==> src/rtl/branch_resolve_queue.sv <==
// -----------------------------------------------------------------------------
// branch_resolve_queue
//
// Update-side companion to the 2-bit branch predictor table. Every issued
// prediction (table index + predicted direction) is recorded in program order.
// When the oldest branch resolves, its record is popped and the table's update
// interface is driven one cycle later with the index, the actual outcome and a
// one-cycle enable strobe. Mispredictions are flagged with a one-cycle strobe
// and counted in a saturating performance counter.
//
// Ports
//   clk             single clock, rising edge
//   rst_n           asynchronous reset, active low
//   pred_valid      a prediction was issued this cycle
//   pred_addr       table index used for that prediction
//   pred_taken      predicted direction (1 = taken)
//   pred_ready      a record can be accepted (= !full)
//   res_valid       oldest in-flight branch resolved this cycle
//   res_taken       actual outcome (1 = taken)
//   res_ready       a record is available to resolve (= !empty)
//   flush           discard all in-flight records
//   upd_enable      one-cycle strobe to the table's update enable
//   upd_addr        table index to update (holds between strobes)
//   upd_taken       outcome to train with (holds between strobes)
//   mispredict      one-cycle strobe, resolved branch was mispredicted
//   count           current occupancy
//   mispredict_cnt  mispredicts since reset, saturating
// -----------------------------------------------------------------------------
module branch_resolve_queue #(
  parameter int ADDR_W = 8,
  parameter int DEPTH  = 8,
  parameter int CNT_W  = 16
) (
  input  logic                     clk,
  input  logic                     rst_n,
  input  logic                     pred_valid,
  input  logic [ADDR_W-1:0]        pred_addr,
  input  logic                     pred_taken,
  output logic                     pred_ready,
  input  logic                     res_valid,
  input  logic                     res_taken,
  output logic                     res_ready,
  input  logic                     flush,
  output logic                     upd_enable,
  output logic [ADDR_W-1:0]        upd_addr,
  output logic                     upd_taken,
  output logic                     mispredict,
  output logic [$clog2(DEPTH):0]   count,
  output logic [CNT_W-1:0]         mispredict_cnt
);

  localparam int PTR_W = $clog2(DEPTH);
  localparam logic [PTR_W:0] FULL_COUNT = (PTR_W + 1)'(DEPTH);

  // Record storage. Kept out of the reset domain so it can map onto
  // distributed/block RAM; validity is governed entirely by the pointers.
  logic [ADDR_W-1:0] r_mem_addr [DEPTH];
  logic              r_mem_pred [DEPTH];

  logic [PTR_W-1:0]  r_wr_ptr;
  logic [PTR_W-1:0]  r_rd_ptr;
  logic [PTR_W:0]    r_count;

  logic              r_upd_enable;
  logic [ADDR_W-1:0] r_upd_addr;
  logic              r_upd_taken;
  logic              r_mispredict;
  logic [CNT_W-1:0]  r_mispredict_cnt;

  logic              w_full;
  logic              w_empty;
  logic              w_push;
  logic              w_pop;
  logic [ADDR_W-1:0] w_head_addr;
  logic              w_head_pred;
  logic              w_mis;

  // Ready flags depend only on registered occupancy, never on the opposite
  // side's valid, so a full queue refuses a push even while popping.
  assign w_full  = (r_count == FULL_COUNT);
  assign w_empty = (r_count == '0);

  // Flush squashes both sides in the same cycle.
  assign w_push = pred_valid && !w_full  && !flush;
  assign w_pop  = res_valid  && !w_empty && !flush;

  assign w_head_addr = r_mem_addr[r_rd_ptr];
  assign w_head_pred = r_mem_pred[r_rd_ptr];
  assign w_mis       = (res_taken != w_head_pred);

  // ---------------------------------------------------------------------------
  // Storage write port
  // ---------------------------------------------------------------------------
  always_ff @(posedge clk) begin
    if (w_push) begin
      r_mem_addr[r_wr_ptr] <= pred_addr;
      r_mem_pred[r_wr_ptr] <= pred_taken;
    end
  end

  // ---------------------------------------------------------------------------
  // Pointers and occupancy
  // ---------------------------------------------------------------------------
  always_ff @(posedge clk or negedge rst_n) begin
    if (!rst_n) begin
      r_wr_ptr <= '0;
      r_rd_ptr <= '0;
      r_count  <= '0;
    end else if (flush) begin
      r_wr_ptr <= '0;
      r_rd_ptr <= '0;
      r_count  <= '0;
    end else begin
      if (w_push) begin
        r_wr_ptr <= r_wr_ptr + 1'b1;
      end
      if (w_pop) begin
        r_rd_ptr <= r_rd_ptr + 1'b1;
      end
      case ({w_push, w_pop})
        2'b10:   r_count <= r_count + 1'b1;
        2'b01:   r_count <= r_count - 1'b1;
        default: r_count <= r_count;
      endcase
    end
  end

  // ---------------------------------------------------------------------------
  // Registered update interface and mispredict accounting
  // ---------------------------------------------------------------------------
  always_ff @(posedge clk or negedge rst_n) begin
    if (!rst_n) begin
      r_upd_enable     <= 1'b0;
      r_upd_addr       <= '0;
      r_upd_taken      <= 1'b0;
      r_mispredict     <= 1'b0;
      r_mispredict_cnt <= '0;
    end else if (w_pop) begin
      r_upd_enable <= 1'b1;
      r_upd_addr   <= w_head_addr;
      r_upd_taken  <= res_taken;
      r_mispredict <= w_mis;
      // Saturate at all-ones rather than wrapping.
      if (w_mis && (r_mispredict_cnt != '1)) begin
        r_mispredict_cnt <= r_mispredict_cnt + 1'b1;
      end
    end else begin
      // Strobes drop; addr/taken hold so the table sees stable data.
      r_upd_enable <= 1'b0;
      r_mispredict <= 1'b0;
    end
  end

  assign pred_ready     = !w_full;
  assign res_ready      = !w_empty;
  assign count          = r_count;
  assign upd_enable     = r_upd_enable;
  assign upd_addr       = r_upd_addr;
  assign upd_taken      = r_upd_taken;
  assign mispredict     = r_mispredict;
  assign mispredict_cnt = r_mispredict_cnt;

endmodule

==> config.mk <==
export PLATFORM = sky130hd
export DESIGN_NAME = branch_resolve_queue
export DESIGN_NICKNAME = d
export VERILOG_FILES = /design/src/rtl/branch_resolve_queue.sv
export SDC_FILE = /design/constraint.sdc
export NUM_CORES = 1
export LEC_CHECK = 0
export ABC_AREA = 0
export CAP_MARGIN = 5
export CORE_MARGIN = 5
export CORE_UTILIZATION = 30
export CTS_CLUSTER_DIAMETER = 100
export DETAILED_ROUTE_END_ITERATION = 10
export GPL_ROUTABILITY_DRIVEN = 0
export GPL_TIMING_DRIVEN = 0
export HOLD_SLACK_MARGIN = 0.06
export PLACE_DENSITY = 0.5
export SLEW_MARGIN = 20
export SYNTH_ARGS = -nofsm -noshare
export SYNTH_HDL_FRONTEND = slang
export SYNTH_SLANG_ARGS = --single-unit
export TNS_END_PERCENT = 50
==> constraint.sdc <==
create_clock -name clk -period 3.25 [get_ports clk]
set_input_delay 0.65 -clock clk [delete_from_list [all_inputs] [get_ports clk]]
set_output_delay 0.65 -clock clk [all_outputs]
set_load 0.03 [all_outputs]
Word-level counts from Yosys, hierarchy flattened
Memories as Yosys holds them, arrays and structs flattened. A register that Yosys moved wholly into a read port is not among the register bits.
Cells that the tools add are included.
Word-level totals
  bits in registers: 29
  output and inout bits: 33
  memories: 2
  word-level logic and storage cells: 43
  RAM bits: 72
  bits of input ports: 15
Memory list
  r_mem_addr: depth 8, bits a word 8, read ports 1, clocked after Yosys merged registers in 1, write ports 1, RTL line 57  | logic [ADDR_W-1:0] r_mem_addr [DEPTH];
  r_mem_pred: depth 8, bits a word 1, read ports 1, clocked after Yosys merged registers in 0, write ports 1, RTL line 58  | logic r_mem_pred [DEPTH];
Cells by class
  eq/ne operators: 5
  add/subtract/negate cells: 5
  mux-type cells: 10
  reduce and logical (&&, ||, !) cells: 14
Operators with widths (number)
  16-bit by 1-bit adder with 16-bit output, second input constant: 1
  16-bit inequality test, second input constant: 1
  3-bit 2-to-1 mux: 4
  4-bit case mux with 2 select lines: 1
  3-bit by 1-bit adder with 3-bit output, second input constant: 2
  1-bit logical AND: 5
  4-bit by 1-bit adder with 4-bit output, second input constant: 1
  4-bit equality test, second input constant: 1
  1-bit zero test: 4
  4-bit zero test: 1
  1-bit 2-to-1 mux: 4
  4-bit 2-to-1 mux: 1
  2-bit nonzero test: 2
  4-bit by 1-bit subtractor with 4-bit output, second input constant: 1
  3-bit nonzero test: 1
  2-bit by 1-bit equality test with 1-bit output, second input constant: 1
  2-bit equality test, second input constant: 1
  2-bit AND reduction: 1
  1-bit inequality test: 1

Logic depth before layout (Yosys ltp)
  depth after elaboration: 7
  mapped depth: 12
  gate-level depth less buffers: 9

Least setup slack after synthesis
OpenSTA, ideal clock, no wires.
  path type: register to register
  start point: register r_count[1] (netlist: count[1])
  end point: register r_count[3] (netlist: count[3])
  period minus slack after synthesis: 3270 ps
  path buffers: 3
  slack: -20 ps
  library setup time: 132 ps
  stages on the path, launching flop included: 13
  data arrival time: 3138 ps
  data required time: 3118 ps
  cell sequence: dfrtp_1 o41ai_2 or2_2 clkbuf_1 buf_2 buf_2 nor2_1 ha_1 a21o_1 a211o_1 o22ai_1 xnor2_1 nor2_1
Between the ends
  word-level cells in the longest chain between the ends: 7
  elaborated cells between the ends (all ways): 15
  those cells by class: add/sub (2); eq/ne (3); mux (2); reduce/logical (8)
Ends and longest elaborated chain
  from (decl): RTL line 62  | logic [PTR_W:0] r_count;
  from (signal assigned): RTL line 121  | 2'b10: r_count <= r_count + 1'b1;
  from (signal assigned): RTL line 122  | 2'b01: r_count <= r_count - 1'b1;
  from (signal assigned): RTL line 123  | default: r_count <= r_count;
  4-bit equality test or 4-bit zero test (tied branches): RTL line 80, 81
  1-bit zero test (on tied branches): RTL line 84, 85
  1-bit logical AND (on tied branches) (2 in series): RTL line 84, 85
  2-bit by 1-bit equality test with 1-bit output or 2-bit equality test (tied branches): RTL line 120  | case ({w_push, w_pop})
  4-bit case mux with 2 select lines: RTL line 120
  4-bit 2-to-1 mux: RTL line 109  | end else if (flush) begin
Several ways; a longest one is shown, not always the timed one.
A chain may end at the register's enable or synchronous reset.

Worst setup path after layout
  start point: input port res_valid
  end point: register r_count[3] (netlist: count[3])
Between the ends
  word-level cells in the longest chain between the ends: 5
  elaborated cells between the ends (all ways): 7
  those cells by class: eq/ne (2); mux (2); reduce/logical (3)
Ends and longest elaborated chain
  from (decl): RTL line 40  | input logic res_valid,
  1-bit logical AND (*) (2 in series): RTL line 85  | assign w_pop = res_valid && !w_empty && !flush;
  2-bit by 1-bit equality test with 1-bit output or 2-bit equality test (tied branches): RTL line 120
  4-bit case mux with 2 select lines: RTL line 120
  4-bit 2-to-1 mux: RTL line 109
Mark *: on every way between the ends. The rest lies on a longest branch, timed or not.

==> results.toml <==
[outcome]
status = "complete, no violations"

[global_route]
grt_max_degree = 28
grt_pass1_vias = 2695
grt_usage_pct = 11.2
grt_pass1_wl_um = 15400
gr-total-overflow = 0
antenna_found_initial = 0

[cells_and_area]
drive_gt1_share_pct = 14.7
layout_commonest_cell = "edfxtp_1"
mostFrequentLayoutCells = "edfxtp_1, clkdlybuf4s50_1, dfrtp_1"
layout-area-overhead-vs-synth_pct = 24.8
n_antenna_cell = 0
final_nets = 369
nFillCells = 1410

[clock_tree]
htreeDepth = 3
clockBufferDepth = 2
hold_buffers = 0
clk_pin_slew_ns = 0.08
cts_sinks = 109
cts_inserted_buffers = 9
cts_tree = "yes"
insertion_delay_ns = 0.35
clk_root_buffer_cell = "clkbuf_16"

[route]
drcViolationCount = 0
drtIter0Drc = 144
wl_um = 9470
antenna_left = 0
wire_per_inst_um = 17.5
via_count = 2566
dr.pass1.iters = 4
viasPerCell = 4.74

[worst_setup_path]
critPathLaunchType = "input port"
reg2regPathDepth = 12
crit_required_ns = 3.47
arrival_ns = 3.36
crit_fanout = 10
crit_path_end_kind = "flop"
crit_type = "in2reg"

[floorplan]
fp.coreArea_um2 = 15000
fp-row-count = 45
die_h_um = 133
die_x_um = 133
dieArea_um2 = 17700
ios = 48
start_util_pct = 30.3

[placement]
dp_hpwl_um = 6580
port_buffers = 47

[logic_synthesis]
synth_seq_area_share_pct = 67.9
synth-seq-cells = 109
async_flop_share_pct = 33.9
ys.flop_type = "edfxtp_1"
synth_cell_type_count = 42
syn_nets = 305
ys.warnings.count = 0
synth.avg_cell_area_um2 = 16.0
synth_edf_count = 72
synth_area_um2 = 4550
syn_inst = 284

[power_and_ir_drop]
p_sw_w = 0.00137
power_frac_clock_pct = 27.2
p_leak_nw = 2.08
p_int_w = 0.00282
seq_power_share_pct = 42.2
powerDensity_nw_per_um2 = 738
combPwrFrac_pct = 30.6
switching_share_pct = 32.6
peakVddDrop_mv = 0.300

[sta]
hold_viol = 0
hold_ws_ns = 0.178
rsz0062_at_grt = "false"
setup_tns_ns = 0
setup_violations = 0
tightestPinTransition_ns = 1.09
slew_viol_final = 0
max_freq_mhz = 318
period_minus_slack_ns = 3.15
fin_worst_skew_ns = 0.00778
min_period_over_period_pct = 96.8
slew_headroom_pct = 27.1

[min_path]
min_path_type = "in2async"

[run]
maxCapViolCount = 0
layout make-up:
cell class                      count  area (um^2)  share of cell area [%]
Clock buffer                        9          225                    3.97
Clock inverter                      7         85.1                    1.50
Inverter                            4         15.0                   0.264
Timing Repair Buffer               53          538                    9.48
Multi-Input combinational cell    159         1420                    25.0
Sequential cell                   109         3090                    54.4
Tap cell                          188          235                    4.14
Buffer                             12         70.1                    1.23
metal layers:
| layer | vias up | part of all wire (%) | wire [um] | track usage (%) |
|---|---|---|---|---|
| met5 | - | 0 | 0 | 0 |
| met4 | 0 | 1.2 | 111 | 3.31 |
| met3 | 10 | 4.1 | 384 | 3.29 |
| met2 | 51 | 48 | 4510 | 18.2 |
| met1 | 1295 | 47 | 4470 | 14.7 |
| li1 | 1210 | - | - | - |
metrics by stage:
stage / std cells / setup WS [ns] / util (%) / cell area (um^2) / power (W)
floorplan: 284 / 0.105 / - / 4560 / 0.00260
global route: 541 / 0.00426 / 37.8 / 5680 / 0.00441
finish: 541 / 0.104 / 37.8 / 5680 / 0.00419
CTS: 541 / 0.0439 / 37.7 / 5670 / 0.00425
detailed placement: 524 / -0.464 / 35.6 / 5350 / 0.00309
global placement: 519 / -0.445 / 35.0 / 5270 / 0.00305
synth_stat cells (6+ instances only):
cell type | count | area share, %
nand3_1 | 6 | 0.66
nor4_1 | 8 | 1.1
xnor2_1 | 6 | 1.2
mux2i_1 | 15 | 3.3
dfrtp_1 | 37 | 20
mux4_1 | 6 | 3.5
edfxtp_1 | 72 | 48
o21ai_0 | 9 | 0.99
nor3_1 | 8 | 0.88
nand2_1 | 20 | 1.7
xor2_1 | 14 | 2.7
mux4_2 | 11 | 5.4
nor2_1 | 16 | 1.3
cell families after synthesis:
logic type | Yosys count | share of synthesized area (%)
flip-flops | 109 | 67.9
AND/OR/NAND/NOR | 79 | 8.99
multiplexers | 34 | 12.7
XOR/XNOR | 21 | 4.21
AO/OA/AOI/OAI | 19 | 2.64
buffers and inverters | 16 | 1.76
adder cells (fa/ha/maj) | 6 | 1.82
state kept, by name, indices dropped and copies added, names as in the netlist:
| signal | cells |
|---|---|
| r_mem_addr | 64 |
| mispredict_cnt | 16 |
| r_mem_pred | 8 |
| upd_addr | 8 |
| count | 4 |
| r_rd_ptr | 3 |
| r_wr_ptr | 3 |
| mispredict | 1 |
| upd_enable | 1 |
| upd_taken | 1 |
worst max-delay path, stage by stage:
cell	delay, ns
clkdlybuf4s50_1	0.51
o41ai_4	0.10
or2_2	0.28
clkbuf_1	0.17
clkbuf_4	0.22
buf_4	0.20
nor2_4	0.15
ha_1	0.24
a21o_1	0.20
a211o_1	0.29
o22ai_1	0.16
xnor2_1	0.14
nor2_1	0.05
repair_timing:
item                       4_1_cts  5_1_grt
pin swaps                        1        0
setup buffers                    1        0
setup endpoints to repair        1        1
resized for setup                1        4
power groups by stage:
| stage | logic (W) | clock network, W | registers, W |
|---|---|---|---|
| final | 0.00128 | 0.00114 | 0.00177 |
| after global routing | 0.00139 | 0.00123 | 0.00180 |
| after CTS | 0.00130 | 0.00118 | 0.00177 |
| after detailed placement | 0.00128 | 0 | 0.00180 |
| after global placement | 0.00125 | 0 | 0.00180 |
| after floorplan | 0.000626 | 0 | 0.00197 |
path summary, 6_finish.rpt:
kind / to / slack (ns) / startpoint
max in group asynchronous: mispredict_cnt[15] / 2.63 / rst_n
min: mispredict_cnt[2] / 0.18 / rst_n
min in group clk: upd_taken / 0.48 / upd_taken
max reg2reg: count[3] / 0.17 / count[0]
min reg2reg: upd_taken / 0.48 / upd_taken
max: count[3] / 0.10 / res_valid
Power figures use the tool's default switching activity.
